**src/rtl/fetch_unit.sv**
```systemverilog
// Buffered instruction-fetch stage: owns the PC, reads a combinational instruction
// memory and queues {pc, pc+4, instr} for decode behind a valid/ready handshake.
module fetch_unit #(
  parameter int                    DATA_WIDTH   = 32,
  parameter logic [DATA_WIDTH-1:0] RESET_VECTOR = '0,
  parameter int                    FIFO_DEPTH   = 2
) (
  input  logic                          clk,
  input  logic                          rst,
  output logic [DATA_WIDTH-1:0]         imem_addr,
  input  logic [DATA_WIDTH-1:0]         imem_instr,
  input  logic                          redirect_en,
  input  logic [DATA_WIDTH-1:0]         redirect_target,
  output logic                          id_valid,
  input  logic                          id_ready,
  output logic [DATA_WIDTH-1:0]         id_instr,
  output logic [DATA_WIDTH-1:0]         id_pc,
  output logic [DATA_WIDTH-1:0]         id_pc_plus_4,
  output logic [$clog2(FIFO_DEPTH):0]   occupancy
);

  localparam int PTR_W = $clog2(FIFO_DEPTH);
  localparam int CNT_W = PTR_W + 1;
  localparam logic [CNT_W-1:0] DEPTH_C = CNT_W'(FIFO_DEPTH);

  logic [DATA_WIDTH-1:0] pc_q, pc_d;
  logic [PTR_W-1:0]      wr_ptr_q, wr_ptr_d;
  logic [PTR_W-1:0]      rd_ptr_q, rd_ptr_d;
  logic [CNT_W-1:0]      count_q, count_d;

  logic [DATA_WIDTH-1:0] pc_mem    [FIFO_DEPTH];
  logic [DATA_WIDTH-1:0] pc4_mem   [FIFO_DEPTH];
  logic [DATA_WIDTH-1:0] instr_mem [FIFO_DEPTH];

  // Last head value shown to decode; presented while the buffer is empty.
  logic [DATA_WIDTH-1:0] hold_pc_q, hold_pc4_q, hold_instr_q;

  logic                  pop;
  logic                  push;
  logic [DATA_WIDTH-1:0] pc_plus_4;
  logic [DATA_WIDTH-1:0] redirect_pc;

  assign imem_addr   = pc_q;
  assign pc_plus_4   = pc_q + DATA_WIDTH'(4);
  assign redirect_pc = redirect_target & ~DATA_WIDTH'(3);
  assign occupancy   = count_q;
  assign id_valid    = (count_q != '0);

  assign pop  = id_valid & id_ready;
  assign push = !redirect_en & ((count_q < DEPTH_C) | pop);

  always_comb begin
    id_pc        = hold_pc_q;
    id_pc_plus_4 = hold_pc4_q;
    id_instr     = hold_instr_q;
    if (id_valid) begin
      id_pc        = pc_mem[rd_ptr_q];
      id_pc_plus_4 = pc4_mem[rd_ptr_q];
      id_instr     = instr_mem[rd_ptr_q];
    end
  end

  always_comb begin
    pc_d     = pc_q;
    wr_ptr_d = wr_ptr_q;
    rd_ptr_d = rd_ptr_q;
    count_d  = count_q;
    if (redirect_en) begin
      // A pop this cycle still completes for decode; the buffer is simply dropped.
      pc_d     = redirect_pc;
      wr_ptr_d = '0;
      rd_ptr_d = '0;
      count_d  = '0;
    end else begin
      if (push) begin
        pc_d     = pc_plus_4;
        wr_ptr_d = wr_ptr_q + PTR_W'(1);
      end
      if (pop) begin
        rd_ptr_d = rd_ptr_q + PTR_W'(1);
      end
      count_d = count_q + CNT_W'(push) - CNT_W'(pop);
    end
  end

  always_ff @(posedge clk) begin
    if (rst) begin
      pc_q         <= RESET_VECTOR;
      wr_ptr_q     <= '0;
      rd_ptr_q     <= '0;
      count_q      <= '0;
      hold_pc_q    <= '0;
      hold_pc4_q   <= '0;
      hold_instr_q <= '0;
    end else begin
      pc_q         <= pc_d;
      wr_ptr_q     <= wr_ptr_d;
      rd_ptr_q     <= rd_ptr_d;
      count_q      <= count_d;
      hold_pc_q    <= id_pc;
      hold_pc4_q   <= id_pc_plus_4;
      hold_instr_q <= id_instr;
    end
  end

  // Buffer storage carries no reset; entries are only visible once written.
  always_ff @(posedge clk) begin
    if (!rst && push) begin
      pc_mem[wr_ptr_q]    <= pc_q;
      pc4_mem[wr_ptr_q]   <= pc_plus_4;
      instr_mem[wr_ptr_q] <= imem_instr;
    end
  end

endmodule

```
**config.mk**
```make
export PLATFORM = sky130hd
export DESIGN_NAME = fetch_unit
export DESIGN_NICKNAME = d
export VERILOG_FILES = /design/src/rtl/fetch_unit.sv
export SDC_FILE = /design/constraint.sdc
export NUM_CORES = 1
export LEC_CHECK = 0
export ABC_AREA = 1
export CAP_MARGIN = 0
export CORE_MARGIN = 3
export CORE_UTILIZATION = 35
export DETAILED_ROUTE_END_ITERATION = 16
export PLACE_DENSITY = 0.58
export SYNTH_ARGS = -nofsm -noshare
export SYNTH_HDL_FRONTEND = slang
export SYNTH_SLANG_ARGS = --single-unit
```
**constraint.sdc**
```tcl
create_clock -name clk -period 11.2 [get_ports clk]
set_clock_uncertainty 0.1 [all_clocks]
set_input_delay 1.68 -clock clk [delete_from_list [all_inputs] [get_ports clk]]
set_output_delay 1.68 -clock clk [all_outputs]
set_load 0.02 [all_outputs]
```
==> flow_metrics.py, run 1 <==
metrics = {
    "outcome": {
        "status": "complete, no violations",
    },
    "setup_path": {
        "crit_fanout": 65,
        "cp_slowest_cell": "buf_4",
        "critPathArrivalTime_ns": 3.59,
        "cp_data_required_time_ns": 9.42,
        "startpoint_type": "register",
        "r2r_setup_slack_ns": 7.68,
        "slowest_delay_ns": 0.79,
        "cp_common_cell": "a21oi_1",
        "path_class": "register to output pin",
        "crit_chain": "nor2_4 -> buf_4 -> a21oi_1 -> a21oi_1 -> clkdlybuf4s50_1",
        "crit_path_end_kind": "output pin",
    },
    "clocking": {
        "clock_sinks": 315,
        "cts_tree": "done",
        "post_cts_resized": 0,
        "numCtsBuffers": 36,
        "path_clk_slew_ns": 0.06,
        "clockBufferDepth": 3,
        "cts.htree.levels": 2,
        "cts_setup_buffers": 0,
        "cts-hold-fix-buffers": 0,
        "clkLatencyLatePin_ns": 0.51,
        "root_buffer": "clkbuf_16",
    },
    "logic_synthesis": {
        "synth_area_mm2": 0.0125,
        "syn_inst": 1213,
        "ys_types": 33,
        "synth_top_area_share": 0.444,
        "synth_edf_count": 184,
        "synth.avg_cell_area_um2": 10.3,
        "netlist_top_cells_area": "edfxtp_1, dfxtp_1, a21oi_1, nand2_1, and2_1",
        "synth-seq-cells": 315,
        "ys_seq_area_frac": 0.654,
        "synth-main-ff-cell": "edfxtp_1",
        "async_flop_share": 0,
        "yosys.area.top_type": "edfxtp_1",
        "yosysWarningCount": 0,
    },
    "finish": {
        "fillCellCount": 3240,
        "syn2layout_area_growth_pct": 28.1,
        "design_area_mm2": 0.0160,
        "seq_area_mm2": 0.00815,
        "fin_nets": 1462,
        "post_route_cells_drive_above_1_share": 0.0754,
        "antennaDiodeCount": 0,
        "multi_input_area_mm2": 0.00381,
        "final_cells": 1874,
    },
    "global_routing": {
        "overflow": 0,
        "antenna_found_initial": 0,
        "use_met2": 0.286,
        "top_usage_layer": "met2",
        "grt_pass1_vias": 8913,
        "grt_start_max_net_pins": 80,
        "grt_pass1_wl_um": 52500,
        "grtUsageMet3": 0.0319,
        "grt_use_met1": 0.246,
        "grt.total_usage": 0.177,
    },
    "sta": {
        "min_period_ns": 5.37,
        "fmax_ghz": 0.186,
        "tns_ns": 0,
        "worst_slew_pin_slew_ns": 0.913,
        "max_slew_margin": 0.390,
        "hold_violations": 0,
        "drv_slew": 0,
        "post-route-period-util": 0.479,
        "setup-violations-final": 0,
        "hold_slack_ns": 0.340,
        "rsz0062_at_grt": "no",
    },
    "routing": {
        "wl_per_cell_um": 18.4,
        "drc_errors": 0,
        "firstDrtPassIters": 5,
        "drt_iter0_drc": 577,
        "ant_nets": 0,
        "vias": 9122,
        "wirelength_um": 34600,
        "avgViaCountPerCell": 4.87,
    },
    "placed_design": {
        "io_buffers": 194,
        "place.gp.congestion": 0.823,
        "post_dp_cell_area_mm2": 0.0148,
        "dp_hpwl_um": 20600,
        "place_inst": 1808,
    },
    "die": {
        "io_pins": 199,
        "die_y_um": 195,
        "die_area_mm2": 0.0379,
        "initial_core_util": 0.358,
        "dieWidth_um": 195,
        "coreArea_mm2": 0.0348,
        "fp-row-count": 68,
    },
    "power": {
        "leakage_uw": 0.00606,
        "p_per_area_mw_per_mm2": 185,
        "fin_total_pwr_uw": 2960,
        "vdd_ir_drop_max_uv": 102,
    },
    "min_path": {
        "hold_class": "register to register",
    },
    "job": {
        "cap_violations": 0,
    },
}
==> flip-flops by register name, summed over array words and instances (netlist names), named ones only <==
register / flops
instr_mem: 64
pc4_mem: 60
pc_mem: 60
hold_instr_q: 32
hold_pc4_q: 32
hold_pc_q: 32
imem_addr: 30
occupancy: 2
rd_ptr_q: 1
wr_ptr_q: 1
==> where the power goes <==
| part | internal, µW | total [µW] | leakage (µW) | switching, µW |
|---|---|---|---|---|
| Clock | 708 | 1170 | 0.000566 | 458 |
| Sequential | 1300 | 1330 | 0.00275 | 31.8 |
| Combinational | 196 | 465 | 0.00274 | 269 |
| Total | 2200 | 2960 | 0.00606 | 759 |
==> worst max-delay path, delay by kind of cell (launching register included) <==
kind,cells,cell delay (ns)
buf+inv,2,1.48
flops,1,0.37
simple gates,1,0.73
compound gates,2,0.46
==> routing by layer <==
metal  vias up  part of all wire
met2       278              0.46
met3        57             0.064
met5         -                 0
met1      4412              0.45
li1       4375                 -
met4         0             0.023
==> metrics by stage <==
stage	util	setup WS [ns]
final	0.459	5.83
after global routing	0.459	5.58
after CTS	0.459	5.76
after detailed placement	0.425	6.31
after global placement	0.425	6.27
after floorplan	-	2.06
==> placed cells by master (no fill, tap or decap), types with 11 or more instances in the layout <==
cell type / count
dfxtp_1: 130
clkbuf_1: 14
clkbuf_16: 37
clkdlybuf4s50_1: 194
a21oi_1: 210
inv_1: 53
nand3_1: 17
edfxtp_1: 184
and2_1: 98
nand2_1: 237
nor2_4: 13
o21ai_0: 11
buf_4: 11
nor2_1: 130
==> synth_stat cells, types with 5 or more instances <==
| cell | instances |
|---|---|
| buf_2 | 24 |
| a21oi_1 | 210 |
| nand2_2 | 6 |
| nand3_1 | 17 |
| o21ai_1 | 7 |
| nor2_4 | 11 |
| nor2_1 | 131 |
| xor2_2 | 7 |
| nor2_2 | 5 |
| nor3_1 | 5 |
| nand2_1 | 237 |
| a31oi_1 | 5 |
| clkbuf_1 | 36 |
| inv_1 | 56 |
| xnor2_1 | 5 |
| o21ai_0 | 11 |
| dfxtp_1 | 131 |
| and2_1 | 98 |
| edfxtp_1 | 184 |
==> cell families after synthesis <==
| logic type | synth area share |
|---|---|
| compound gates | 0.0967 |
| simple gates | 0.189 |
| other cells | 0.000301 |
| buf+inv | 0.0416 |
| flops | 0.654 |
| fa+ha+maj | 0.00301 |
| xor+xnor | 0.0155 |
==> worst paths after layout <==
path | start | to | depth (start not counted)
worst max register to register | occupancy[1] | imem_addr[28] | 8
worst min-delay path | hold_pc_q[1] | hold_pc_q[1] | 2
worst min register to register | hold_pc_q[1] | hold_pc_q[1] | 2
worst max-delay path | occupancy[1] | id_pc_plus_4[23] | 5
==> layout make-up <==
cell class                      instances  area share
Clock inverter                         11     0.00886
Clock buffer                           55      0.0647
Inverter                               60      0.0143
Timing Repair Buffer                  205       0.127
Multi-Input combinational cell        773       0.239
Tap cell                              455      0.0357
Sequential cell                       315       0.511
Power figures use the tool's default switching activity.
==> run 2: changes to the inputs <==
Settings changed: PLACE_DENSITY 0.58 to 0.6.
Clock period 11.2 ns to 4.75 ns, I/O delays scaled along.
==> flow_metrics.py, run 2 (same netlist as run 1, synthesis figures left out) <==
metrics = {
    "die": {
        "fp-row-count": 68,
        "dieWidth_um": 195,
        "coreArea_mm2": 0.0348,
        "initial_core_util": 0.358,
        "die_area_mm2": 0.0379,
        "die_y_um": 195,
        "io_pins": 199,
    },
    "sta": {
        "max_slew_margin": 0.288,
        "drv_slew": 0,
        "fmax_ghz": 0.238,
        "post-route-period-util": 0.885,
        "min_period_ns": 4.20,
        "rsz0062_at_grt": "no",
        "setup-violations-final": 0,
        "hold_violations": 0,
        "tns_ns": 0,
        "worst_slew_pin_slew_ns": 1.07,
    },
    "setup_path": {
        "crit_fanout": 63,
        "startpoint_type": "register",
        "r2r_setup_slack_ns": 1.90,
        "critPathArrivalTime_ns": 3.39,
        "cp_data_required_time_ns": 3.94,
        "crit_path_end_kind": "output pin",
        "path_class": "register to output pin",
    },
    "placed_design": {
        "place_inst": 1813,
        "io_buffers": 194,
        "post_dp_cell_area_mm2": 0.0149,
        "dp_hpwl_um": 20700,
        "place.gp.congestion": 0.843,
    },
    "routing": {
        "firstDrtPassIters": 5,
        "drc_errors": 0,
        "wl_per_cell_um": 18.4,
        "ant_nets": 0,
        "wirelength_um": 34700,
        "vias": 9081,
        "avgViaCountPerCell": 4.83,
        "drt_iter0_drc": 694,
    },
    "finish": {
        "largest-register": "instr_mem",
        "antennaDiodeCount": 0,
        "design_area_mm2": 0.0161,
        "fin_nets": 1467,
        "top_regs": "instr_mem (64), pc4_mem (60), pc_mem (60)",
        "final_cell_mix": "nand2_1, a21oi_1, clkdlybuf4s50_1, edfxtp_1",
        "post_route_cells_drive_above_1_share": 0.0815,
        "final_common_cell": "nand2_1",
        "multi_input_area_mm2": 0.00381,
        "syn2layout_area_growth_pct": 29.0,
        "final_cells": 1879,
        "largest_register_ffs": 64,
        "seq_area_mm2": 0.00815,
        "fillCellCount": 3259,
    },
    "min_path": {
        "hold_class": "register to register",
    },
    "job": {
        "cap_violations": 0,
    },
    "power": {
        "p_per_area_mw_per_mm2": 436,
        "vdd_ir_drop_max_uv": 285,
        "leakage_uw": 0.00612,
        "fin_total_pwr_uw": 7000,
    },
    "clocking": {
        "cts_setup_buffers": 0,
        "cts-hold-fix-buffers": 0,
        "post_cts_resized": 0,
        "clkLatencyLatePin_ns": 0.51,
        "clockBufferDepth": 3,
        "cts.htree.levels": 2,
        "path_clk_slew_ns": 0.05,
        "numCtsBuffers": 36,
        "root_buffer": "clkbuf_16",
        "clock_sinks": 315,
        "cts_tree": "done",
    },
    "outcome": {
        "status": "complete, no violations",
    },
    "global_routing": {
        "grt_start_max_net_pins": 95,
        "grt.total_usage": 0.178,
        "grt_pass1_vias": 8847,
        "grt_pass1_wl_um": 52900,
        "overflow": 0,
        "antenna_found_initial": 0,
    },
}
[run 2: cell count changes in the layout (fill, tap and decap cells not counted), sizes merged]
cell | before | now
clkinv | 5 | 9
clkbuf | 55 | 51
clkinvlp | 2 | 0
buf | 11 | 16
inv | 61 | 63
[run 2: worst paths after layout]
path / startpoint / cells past startpoint / to
min reg2reg: rd_ptr_q / 1 / register
min: rd_ptr_q / 1 / register
max: register / 6 / id_pc_plus_4[27]
max reg2reg: occupancy[1] / 6 / instr_mem[0][4]
[run 2: where the power goes]
part / total [µW] / internal [µW] / switching (µW)
logic: 1110 / 472 / 641
clock network: 2760 / 1670 / 1090
registers: 3130 / 3050 / 75.1
[run 2: final cells by class]
type                       count  area share
multi-input combinational    773       0.237
inverter                      60      0.0142
clock inverter                15      0.0102
tap                          455      0.0354
clock buffer                  51      0.0634
timing repair buffer         210       0.132
sequential                   315       0.507
[run 2: critical path, stage by stage, from the launching register on]
cell and delay, ns:
dfxtp_4 0.50, clkinv_2 0.08, buf_4 0.35, buf_4 0.75, nand2_1 0.10, a21oi_1 0.37, clkdlybuf4s50_1 0.68
[run 2: per-layer routing]
metal	GRT usage	vias up	part of all wire
met4	0.0487	0	0.022
met1	0.248	4342	0.45
met3	0.0380	50	0.070
li1	-	4393	-
met2	0.284	296	0.46
met5	0	-	0
[run 2: through the flow]
| step | util | hold WS [ns] | setup WS [ns] |
|---|---|---|---|
| global placement | 0.428 | 0.328 | 1.05 |
| CTS | 0.462 | 0.349 | 0.453 |
| detailed placement | 0.428 | 0.340 | 1.00 |
| finish | 0.462 | 0.345 | 0.547 |
| global route | 0.462 | 0.364 | 0.362 |
| floorplan | - | 0.325 | 0.629 |
==> variant 1, RTL diff (config.mk and constraints of run 2) <==
Reset style: asynchronous (`rst`), changed in one clocked block.
--- a/src/rtl/fetch_unit.sv
+++ b/src/rtl/fetch_unit.sv
@@ -83,7 +83,7 @@
     end
   end
 
-  always_ff @(posedge clk) begin
+  always_ff @(posedge clk or posedge rst) begin
     if (rst) begin
       pc_q         <= RESET_VECTOR;
       wr_ptr_q     <= '0;
Behaviour: differs if rst is asserted again (counterexample within 4 cycles, from zero or initial values and one cycle with rst high); with rst held inactive, the same outputs for 4 cycles.
==> variant 1 against run 2 <==
  * Routed wire length shrank 8.3%
  * Worst hold slack better by 0.044 ns
  * First-iteration DRC count is 32% lower
  * Synthesized area down 1.5%
  * Highest routed layer unchanged
  * Non-clock buffer count unchanged
  * Worst setup slack improved by 0.21 ns
  * Count of clock-buffer cells in the layout unchanged
  * Register-to-register slack got worse by 0.27 ns
  * Utilization is 0.66 points higher
  * Die area shrank 1.5%
  * Largest cell class unchanged
  * Critical endpoint is now id_pc_plus_4[16]
  * Sequential cell count decreased by 1
  * Design area shrank 0.79%
Power is not compared: it rests on default switching activity, and its combinational part moved more than twofold at a synthesized area within 25%.
==> variant 1: results (changes against run 2) <==
multi-input gates=686 (-11%); layout cells sized above 1=0.0624 (-0.0191); DRT iter0 DRCs=472 (-32%); Hold Crit Start=hold_pc_q[0]; pre-CTS setup slack=1.22 ns (+0.218 ns); # Post-CTS Setup Buffers=0 (unchanged); M3 GR Usage=0.0409 (+0.00292); worst-skew pair later-pin latency=0.51 ns (about the same); Hold Path Depth=2 (+1); cell count of the worst reg-to-reg path=9 (+3); metal3 WL=1.85 mm (-23%); HPWL Detailed=20.1 mm (-2.8%); cell count after synthesis=1108 (-8.7%); outcome=complete, no violations; Slew @ Worst Pin=0.973 ns (-0.0945 ns); clkbuf count=51 (unchanged); WL/cell=17.9 µm (-3.2%); CP arrival=3.18 ns (-0.21 ns); fmax=0.250 GHz (+5.3%); post-synth cell types=26 (-21%); Synth top cells by count=nand2_1 (367), edfxtp_1 (184), nor2_1 (148); slowest CP cell=buf_4; largest net degree at the start of global routing=92 (-3.2%); met2 routed WL=15.2 mm (-4.3%); layout net count=1376 (-6.2%); Via density=4.70 (-2.7%); Clock Network Area Fraction=0.0793 (+0.00576); R2R setup slack=1.63 ns (-0.27 ns); FF/Latch Area=0.00878 mm² (+7.7%); area of the multi-input gates=0.00305 mm² (-20%); max incr delay on CP=0.79 ns (+0.04 ns); Seq/Total Area, Yosys=0.716 (+0.0616); Routed WL=31.8 mm (-8.3%); ranking of synthesized cells by area=edfxtp_1 (45%), dfrtp_1 (27%), nand2_1 (11%), a31oi_1 (4.7%), nor2_1 (4.5%); Placed Area=0.0147 mm² (-1.4%); fraction of registers with async set or reset after synthesis=0.414 (+0.414); Worst Hold Slack=0.388 ns (+0.0436 ns); met1 wire length=14.0 mm (-9.9%); Clock Sink Count=314 (-0.32%); GRT Total Usage=0.168 (-0.00997); die area=0.0373 mm² (-1.5%); Max Fanout on Critical Path=73 (+16%); placer congestion estimate=0.820 (-2.7%); DP Cell Count=1716 (-5.4%); first-pass GRT wire length=49.5 mm (-6.3%); global routing met1 resource utilization=0.220 (-0.0282); vias in the first global route=8435 (-4.7%); cts bufs inserted=35 (-2.8%); Data buffer area share=0.129 (-0.00288); Top Registers=instr_mem: 64 flops, pc4_mem: 60 flops, pc_mem: 60 flops; inverter count=58 (-3.3%); FF-to-FF Start=occupancy[1]; FILL cells=3188 (-2.2%)
## variant 1: changes by cell type after synthesis, sizes merged, moves of 88 or more
| cell | run 2 | this run |
|---|---|---|
| nand2 | 245 | 370 |
| dfrtp | 0 | 130 |
| and2 | 98 | 5 |
| dfxtp | 131 | 0 |
| a31oi | 5 | 93 |
| a21oi | 211 | 1 |
## variant 1: cells by family (layout without fill, tap and decap cells)
kind of cell             after synthesis  in the layout  synth area share
AO/OA/AOI/OAI                        110            110            0.0544
XOR/XNOR                              16             16            0.0114
adder cells (fa/ha/maj)                3              3           0.00306
buffers and inverters                109            331            0.0376
flip-flops                           314            314             0.716
other                                  1              2          0.000306
AND/OR/NAND/NOR                      555            555             0.177
## variant 1: how the worst max path moves through the flow
stage | end
detailed placement | id_pc_plus_4[21]
global placement | id_pc_plus_4[21]
finish | id_pc_plus_4[16]
floorplan | hold_instr_q[0]
global route | id_pc_plus_4[21]
CTS | id_pc_plus_4[21]
==> variant 2, RTL diff (config.mk and constraints of run 2) <==
Without the edit above. Set the parameter `DATA_WIDTH` to 48 (it was 32).
--- a/src/rtl/fetch_unit.sv
+++ b/src/rtl/fetch_unit.sv
@@ -1,7 +1,7 @@
 // Buffered instruction-fetch stage: owns the PC, reads a combinational instruction
 // memory and queues {pc, pc+4, instr} for decode behind a valid/ready handshake.
 module fetch_unit #(
-  parameter int                    DATA_WIDTH   = 32,
+  parameter int                    DATA_WIDTH   = 48,
   parameter logic [DATA_WIDTH-1:0] RESET_VECTOR = '0,
   parameter int                    FIFO_DEPTH   = 2
 ) (
Interface: changed (6 resized); port bits go from 199 to 295. No check against the original RTL was run, so the function may have changed too.
==> variant 2 against run 2 <==
  * Power up 51%
  * Final cell count rose by 51%
  * Clock power up 48%
  * Design area increased by 50%
  * Utilization shrank 0.46 points
  * Synthesized area increased by 51%
  * Worst setup slack better by 0.32 ns
  * Sequential cell count rose by 160
  * Non-clock buffer count is 101 higher
  * Sequential power rose by 50%
  * Highest routed layer is now met5
  * Routed wire length grew 66%
==> variant 2: results (changes against run 2) <==
outcome=complete, no violations; ranking of synthesized cells by area=edfxtp_1 (45%), dfxtp_1 (21%), a21oi_1 (8.5%), nand2_1 (7.0%), a211oi_1 (5.6%); largest net degree at the start of global routing=141 (+48%); htree depth=2 (unchanged); Seq/Total Area, Yosys=0.655 (about the same); # Post-CTS Setup Buffers=0 (unchanged); syn_area_per_cell=10.2 µm² (-0.63%); Resize count post-CTS=0 (unchanged); DR pass1 iterations=5 (unchanged); M3 GR Usage=0.0495 (+0.0116); layout cells sized above 1=0.0572 (-0.0243); layout net count=2213 (+51%); Max Fanout on Critical Path=140 (+120%); Top Registers=instr_mem: 96 flops, pc4_mem: 92 flops, pc_mem: 92 flops; HPWL Detailed=35.9 mm (+73%); GRT Total Usage=0.200 (+0.0218); clock root cell=clkbuf_16; worst-skew pair later-pin latency=0.59 ns (+0.08 ns); Synth top cells by count=nand2_1 (350), a21oi_1 (318), edfxtp_1 (280); Main synth FF type=edfxtp_1; Layout Cells excl Fill=2840 (+51%); CTS clk-pin slew, worst paths=0.06 ns; Post-synth EDFFs=280 (+52%); global routing met1 resource utilization=0.270 (+0.0217); Vias=14700 (+62%); slowest CP cell=clkdlybuf4s50_1; Lkg Pwr=0.00879 µW (+44%); number of port buffers=290 (+49%); DRT iter0 DRCs=969 (+40%); first-pass GRT wire length=87.0 mm (+65%); maximum vdd drop=0.000230 V (-20%); FILL cells=4851 (+49%); cts bufs inserted=51 (+42%); post-synth cell types=32 (-3.0%); DP Cell Count=2745 (+51%); M2 GR Usage=0.327 (+0.0433); Max clock buf depth=3 (unchanged); Hold Crit Class=flop to flop; max incr delay on CP=0.69 ns (-0.06 ns); vias in the first global route=14400 (+63%); initial antenna violation count=1 (+1); delay-heaviest family, CP=buffers and inverters; placer congestion estimate=0.878 (+4.2%); Routed WL=57.7 mm (+66%); slew margin rel.=0.437 (+0.149); Placed Area=0.0224 mm² (+51%); CP arrival=3.07 ns (-0.32 ns); pre-CTS setup slack=1.43 ns (+0.433 ns)
-- variant 2: changes by cell type after synthesis, moves of 21 or more --
cell,run 2,this run
a21oi_1,210,318
and2_1,98,11
clkbuf_1,36,62
o21ai_1,7,28
edfxtp_1,184,280
nand2_1,237,350
dfxtp_1,131,195
inv_1,56,86
a211oi_1,1,140
nor2_1,131,223
-- variant 2: per-layer routing --
metal / vias to the layer above / share of wire
met3: 73 / 0.076
met4: 2 / 0.019
met2: 438 / 0.47
met1: 7189 / 0.44
met5: - / 0.00023
li1: 7013 / -
-- variant 2: worst paths after layout --
check / cells after the start / end / slack, ns / start
worst max-delay path: 5 / id_pc_plus_4[29] / 0.87 / occupancy[1]
worst min-delay path: 2 / hold_pc4_q[1] / 0.34 / hold_pc4_q[1]
worst max register to register: 8 / pc_mem[0][28] / 1.53 / occupancy[1]
worst min register to register: 2 / hold_pc4_q[1] / 0.34 / hold_pc4_q[1]
-- variant 2: worst min-delay path, delay by kind of cell (launching register included) --
family	cells	cell delay, ns
flip-flops	1	0.29
AND/OR/NAND/NOR	1	0.05
buffers and inverters	1	0.06
-- variant 2: kinds of logic after synthesis --
logic type	share of synthesized area
AND/OR/NAND/NOR	0.137
adder cells (fa/ha/maj)	0.00200
other	0.000199
flip-flops	0.655
buffers and inverters	0.0399
XOR/XNOR	0.0126
AO/OA/AOI/OAI	0.153
-- variant 2: through the flow --
stage / power (µW) / util
2_1_floorplan: 5700 / -
3_3_place_gp: 6510 / 0.424
3_5_place_dp: 6550 / 0.424
4_1_cts: 10700 / 0.457
5_1_grt: 11000 / 0.457
6_report: 10500 / 0.457
-- variant 2: power breakdown --
part	total, µW	internal (µW)	switching (µW)
registers	4700	4600	106
clock network	4090	2460	1630
logic	1740	690	1050
total	10500	7750	2790
-- variant 2: layout make-up --
class,instances,area [µm²],area share
inverter,90,345,0.0143
antenna,1,2.50,0.000104
sequential,475,12300,0.509
clock inverter,17,195,0.00807
clock buffer,77,1550,0.0640
multi-input combinational,1181,5780,0.239
timing repair buffer,311,3130,0.130
tap,688,861,0.0356
